### src/rtl/inst_fetch.sv
// Instruction fetch stage: issues in-order word fetches to instruction memory,
// buffers returned words with their PCs, and hands them to the decoder over a
// valid/ready handshake. A one-cycle redirect flushes buffered and in-flight
// fetches and restarts at the target.
module inst_fetch #(
  parameter logic [31:0] RESET_PC   = 32'h0000_0000,
  parameter int unsigned FIFO_DEPTH = 4
) (
  input  logic        clk,
  input  logic        rstn,
  // instruction memory port
  output logic        imem_req,
  output logic [31:0] imem_addr,
  input  logic        imem_gnt,
  input  logic        imem_rvalid,
  input  logic [31:0] imem_rdata,
  // decoder port
  output logic        inst_valid,
  input  logic        inst_ready,
  output logic [31:0] instrm,
  output logic [31:0] inst_pc,
  // redirect port
  input  logic        redirect,
  input  logic [31:0] redirect_pc
);

  localparam int unsigned PTR_W = $clog2(FIFO_DEPTH);
  localparam int unsigned CNT_W = PTR_W + 1;

  typedef struct packed {
    logic [31:0] pc;
    logic [31:0] instr;
  } entry_t;

  logic [31:0]      fetch_pc_q, fetch_pc_d;
  logic [31:0]      resp_pc_q, resp_pc_d;
  logic [CNT_W-1:0] outstanding_q, outstanding_d;
  logic [CNT_W-1:0] discard_q, discard_d;
  logic [CNT_W-1:0] count_q, count_d;
  logic [PTR_W-1:0] rd_ptr_q, rd_ptr_d;
  logic [PTR_W-1:0] wr_ptr_q, wr_ptr_d;
  entry_t           fifo_q [FIFO_DEPTH];

  logic [CNT_W:0]   in_use;
  logic [31:0]      redirect_aligned;
  logic             grant;
  logic             resp_fire;
  logic             enq;
  logic             deq;

  // Credit covers both buffered words and words still in flight, so every
  // response is guaranteed a free slot when it arrives.
  assign in_use           = {1'b0, count_q} + {1'b0, outstanding_q};
  assign redirect_aligned = redirect_pc & 32'hFFFF_FFFC;

  assign imem_req  = rstn && !redirect && (in_use < (CNT_W+1)'(FIFO_DEPTH));
  assign imem_addr = fetch_pc_q;
  assign grant     = imem_req && imem_gnt;

  // A response with nothing outstanding is a protocol violation and is ignored.
  assign resp_fire = imem_rvalid && (outstanding_q != '0);
  assign enq       = resp_fire && (discard_q == '0) && !redirect;
  assign deq       = (count_q != '0) && inst_ready && !redirect;

  assign inst_valid = (count_q != '0);
  assign inst_pc    = fifo_q[rd_ptr_q].pc;
  assign instrm     = fifo_q[rd_ptr_q].instr;

  // Next-state logic for PCs, in-flight/discard counters and FIFO pointers.
  always_comb begin
    // NOTE: every signal gets its hold value first so no path can infer a latch.
    fetch_pc_d    = fetch_pc_q;
    resp_pc_d     = resp_pc_q;
    outstanding_d = outstanding_q;
    discard_d     = discard_q;
    count_d       = count_q;
    rd_ptr_d      = rd_ptr_q;
    wr_ptr_d      = wr_ptr_q;

    if (redirect) begin
      // No grant is possible this cycle, so only an arriving response moves
      // the in-flight count; everything still in flight becomes stale.
      fetch_pc_d    = redirect_aligned;
      resp_pc_d     = redirect_aligned;
      outstanding_d = outstanding_q - CNT_W'(resp_fire);
      discard_d     = outstanding_q - CNT_W'(resp_fire);
      count_d       = '0;
      rd_ptr_d      = '0;
      wr_ptr_d      = '0;
    end else begin
      if (grant) fetch_pc_d = fetch_pc_q + 32'd4;
      outstanding_d = outstanding_q + CNT_W'(grant) - CNT_W'(resp_fire);
      if (resp_fire && (discard_q != '0)) discard_d = discard_q - CNT_W'(1);
      if (enq) begin
        resp_pc_d = resp_pc_q + 32'd4;
        wr_ptr_d  = wr_ptr_q + PTR_W'(1);
      end
      if (deq) rd_ptr_d = rd_ptr_q + PTR_W'(1);
      count_d = count_q + CNT_W'(enq) - CNT_W'(deq);
    end
  end

  // Control state registers.
  always_ff @(posedge clk or negedge rstn) begin
    // NOTE: sequential state uses non-blocking assignments so all flops see
    // pre-edge values regardless of evaluation order.
    if (!rstn) begin
      fetch_pc_q    <= RESET_PC;
      resp_pc_q     <= RESET_PC;
      outstanding_q <= '0;
      discard_q     <= '0;
      count_q       <= '0;
      rd_ptr_q      <= '0;
      wr_ptr_q      <= '0;
    end else begin
      fetch_pc_q    <= fetch_pc_d;
      resp_pc_q     <= resp_pc_d;
      outstanding_q <= outstanding_d;
      discard_q     <= discard_d;
      count_q       <= count_d;
      rd_ptr_q      <= rd_ptr_d;
      wr_ptr_q      <= wr_ptr_d;
    end
  end

  // Instruction buffer storage, written with each kept response.
  always_ff @(posedge clk or negedge rstn) begin
    // NOTE: this small buffer is reset because its head drives instrm/inst_pc
    // directly and those must read zero out of reset.
    if (!rstn) begin
      for (int i = 0; i < int'(FIFO_DEPTH); i++) fifo_q[i] <= '0;
    end else if (enq) begin
      fifo_q[wr_ptr_q] <= {resp_pc_q, imem_rdata};
    end
  end

endmodule

### config.mk
export PLATFORM = sky130hd
export DESIGN_NAME = inst_fetch
export DESIGN_NICKNAME = d
export VERILOG_FILES = /design/src/rtl/inst_fetch.sv
export SDC_FILE = /design/constraint.sdc
export NUM_CORES = 1
export LEC_CHECK = 0
export ABC_CLOCK_PERIOD_IN_PS = 3300
export CELL_PAD_IN_SITES_DETAIL_PLACEMENT = 0
export CELL_PAD_IN_SITES_GLOBAL_PLACEMENT = 1
export CORE_MARGIN = 1.5
export CORE_UTILIZATION = 47
export DETAILED_ROUTE_END_ITERATION = 7
export GPL_ROUTABILITY_DRIVEN = 1
export PLACE_DENSITY = 0.89
export RECOVER_POWER = 25
export SYNTH_ARGS = -nofsm -noshare
export SYNTH_HDL_FRONTEND = slang
export SYNTH_SLANG_ARGS = --single-unit
### constraint.sdc
create_clock -name clk -period 3.3 [get_ports clk]
set_input_delay 0.33 -clock clk [delete_from_list [all_inputs] [get_ports clk]]
set_output_delay 0.33 -clock clk [all_outputs]
set_load 0.05 [all_outputs]
==> impl_results.md <==
- Area growth from synthesis to layout: 20.24%
- RD Place Congestion: 0.8162
- WL final: 33.44 mm
- Clk pwr share: 0.273
- H-tree Lvls: 2
- # port buffers: 161
- CTS tree: built
- DR vias: 9538
- Most common cell in the netlist: dfrtp_1
- First-pass GRT wire length: 54.50 mm
- Synth top area share: 0.5252
- Num rows: 65
- Slack of the critical path: 0.2892 ns
- Min Tclk post-route: 3.011 ns
- Placed Area: roughly 17000 µm²
- Final nets: 1328
- CTS Hold Bufs: 0
- Bufs on Longest Clock Path: 3
- Final Slew Violations: 0
- Clk Latency, worst-skew pair: around 0.51 ns
- Reg clk slew, reported paths: about 0.060 ns
- Internal cell power: 9553 µW
- Slew @ Worst Pin: 1.041 ns
- Cell count after synthesis: between 1000 and 1500
- Metal3 WL: 1.894 mm
- Post-CTS setup buffer count: 0
- EDFF count, synth: 0
- Core area: between 30000 and 40000 µm²
- Crit. End Element: output pin
- Synth async-reset ratio: 1.000
- Critical path class: flop to output pin
- Fmax: 332.1 MHz
- Top cells by area, synth: dfrtp_1 (53%), mux2_2 (14%), mux4_2 (9.1%)
- VDD IR max: 0.0004753 V
- Leak: 0.008159 µW
- Metal-1 WL: roughly 15 mm
- Die ar.: 33630 µm²
- IO Count: 168
- Final Hold Viols: 0
- Clock buffer count from CTS: 36
- CP startpoint kind: flop
- 1st-pass router iterations: 5
- Pre-CTS WS: 0.4133 ns
- Seq pwr share: 0.346
- Post-DP HPWL: 21.17 mm
- Post-synth top flop: dfrtp_1
- Total gr overflow: 0
- Max Cap Viol: 0
- PostCTS Resize Cnt: 0
- RSZ-0062 raised after global routing: false
- Finished Core Util: 0.5783
- Synthesis Warnings: 0
- DR DRC count: 0
- Synth Register Bits: 321
- Status: completed
- Clk root buf: clkbuf_16
- Tcrit/Tclk final: 0.9124
- CP arrival: 2.68 ns
- Logic pwr share: 0.381
- Min-delay worst type: input port to flop
- DRT antenna net count: 0
- Uppermost layer routed: met4
- Skew final: ~0.015 ns
- Met2 WL: around 16 mm
- Sw power: ~5400 µW
- Vias per Instance: around 5.6
- Switch share: 0.3621
- Setup TNS: 0 ns
- Antenna violations before repair: 1
- Avg Inst Size Synth: between 10 and 15 µm²
- Final setup violation count: 0
- Starting DRC count in detailed routing: 571
- Initial Utilization: 0.4810
- Most frequent cells after synthesis: dfrtp_1 (321), mux2_2 (190), mux2_1 (65)
- Vias in the first global route: about 9900
- Max_slew headroom: 0.3061
- Synthesized area: between 15000 and 20000 µm²
- Finished Cell Area: 18390 µm²
- Die Y: ~180 µm
- Layout cells sized above 1: 0.2787
- CP max FO: 47
- PD cells: 814.3 nW/µm²
- Seq/Total Area, Yosys: 0.5252
- CTS sink cnt: between 300 and 400
- Synth area leader: dfrtp_1
- Critical Path RT: 2.97 ns
- Die width: 183.4 µm
- Largest net degree at the start of global routing: 159
- Total global-route track usage: 0.2064
- Post-DR wirelength/cell: 19.68 µm
- Netlist cell types: 58
-- flip-flops by register name, summed over array words and instances, names as in the netlist --
| signal | flops |
|---|---|
| outstanding_q | 3 |
| wr_ptr_q | 2 |
| rd_ptr_q | 2 |
| discard_q | 3 |
| imem_addr | 30 |
| resp_pc_q | 30 |
| fifo_q | 248 |
| count_q | 3 |
-- cells in the final DEF (no fill, tap or decap), drive strengths merged, types with 4 or more instances in the layout --
cell type,count
a21oi,9
o211ai,9
xnor2,23
nand3,38
or4,5
clkinvlp,4
or3,4
o311ai,7
nor4,15
and3,10
clkdlybuf4s50,158
and2,9
mux2,255
buf,20
o31a,4
o21ai,31
conb,4
xor2,20
dfrtp,321
ha,16
mux2i,4
clkbuf,47
a21boi,5
bufinv,4
clkinv,7
nand2,61
nor3,12
nor2,28
inv,19
mux4,62
nand4,19
and4,5
-- power groups by stage --
stage | Clock [µW] | Sequential [µW] | Combinational, µW
final | 4090 | 5180 | 5710
after global routing | 4350 | 5290 | 6030
after CTS | 4190 | 5190 | 5790
after detailed placement | 0 | 5250 | 5780
after global placement | 0 | 5210 | 5700
after floorplan | 0 | 5230 | 3960
-- logic make-up after synthesis --
family                     Yosys count  synth area share
DFF                                321            0.5252
muxes                              321            0.2817
adders and majority gates           18           0.01571
AOI/OAI and AO/OA                   74           0.03199
buffers and inverters               94           0.03943
other                                1         0.0002452
and+or+nand+nor                    223           0.08115
xor gates and xnor gates            43           0.02462
-- area by class of cell --
| cell class | instances | area (µm²) |
|---|---|---|
| Fill cell | 2515 | 13410 |
| Sequential cell | 321 | 8038 |
| Multi-Input combinational cell | 683 | 6661 |
| Timing Repair Buffer | 179 | 1858 |
| Clock buffer | 46 | 1030 |
| Tap cell | 435 | 544.3 |
| Clock inverter | 15 | 185.2 |
| Inverter | 19 | 71.32 |
| Antenna cell | 1 | 2.502 |
-- layer usage --
layer | up-vias | track usage
li1 | 4304 | -
met1 | 4910 | 0.2898
met2 | 273 | 0.3308
met3 | 51 | 0.03813
met4 | 0 | 0.05475
met5 | - | 0
-- critical path, stage by stage (launching register included) --
cell	delay, ns
dfrtp_4	0.45
buf_12	0.35
mux4_2	0.56
clkdlybuf4s50_1	0.76
-- stage by stage --
stage | hold WS, ns | power, µW | std cells
global route | 0.2025 | 15670 | 1698
floorplan | 0.03441 | 9188 | 1098
detailed placement | 0.4728 | 11020 | 1637
global placement | 0.4615 | 10910 | 1637
CTS | 0.06418 | 15170 | 1698
finish | 0.1936 | 14980 | 1699
-- final timing paths --
path,from,end,slack [ns],cells after the start
worst min register to register,fifo_q[0],fifo_q[0],0.48,1
worst min-delay path,redirect,rd_ptr_q[1],0.19,2
min in group asynchronous,rstn,rd_ptr_q[1],0.31,2
worst max register to register,outstanding_q[0],outstanding_q[2],0.37,9
worst max-delay path,rd_ptr_q[0],inst_pc[31],0.29,3
max in group asynchronous,rstn,fifo_q[93],1.36,3
No activity file was read; power rests on OpenSTA's default activity.
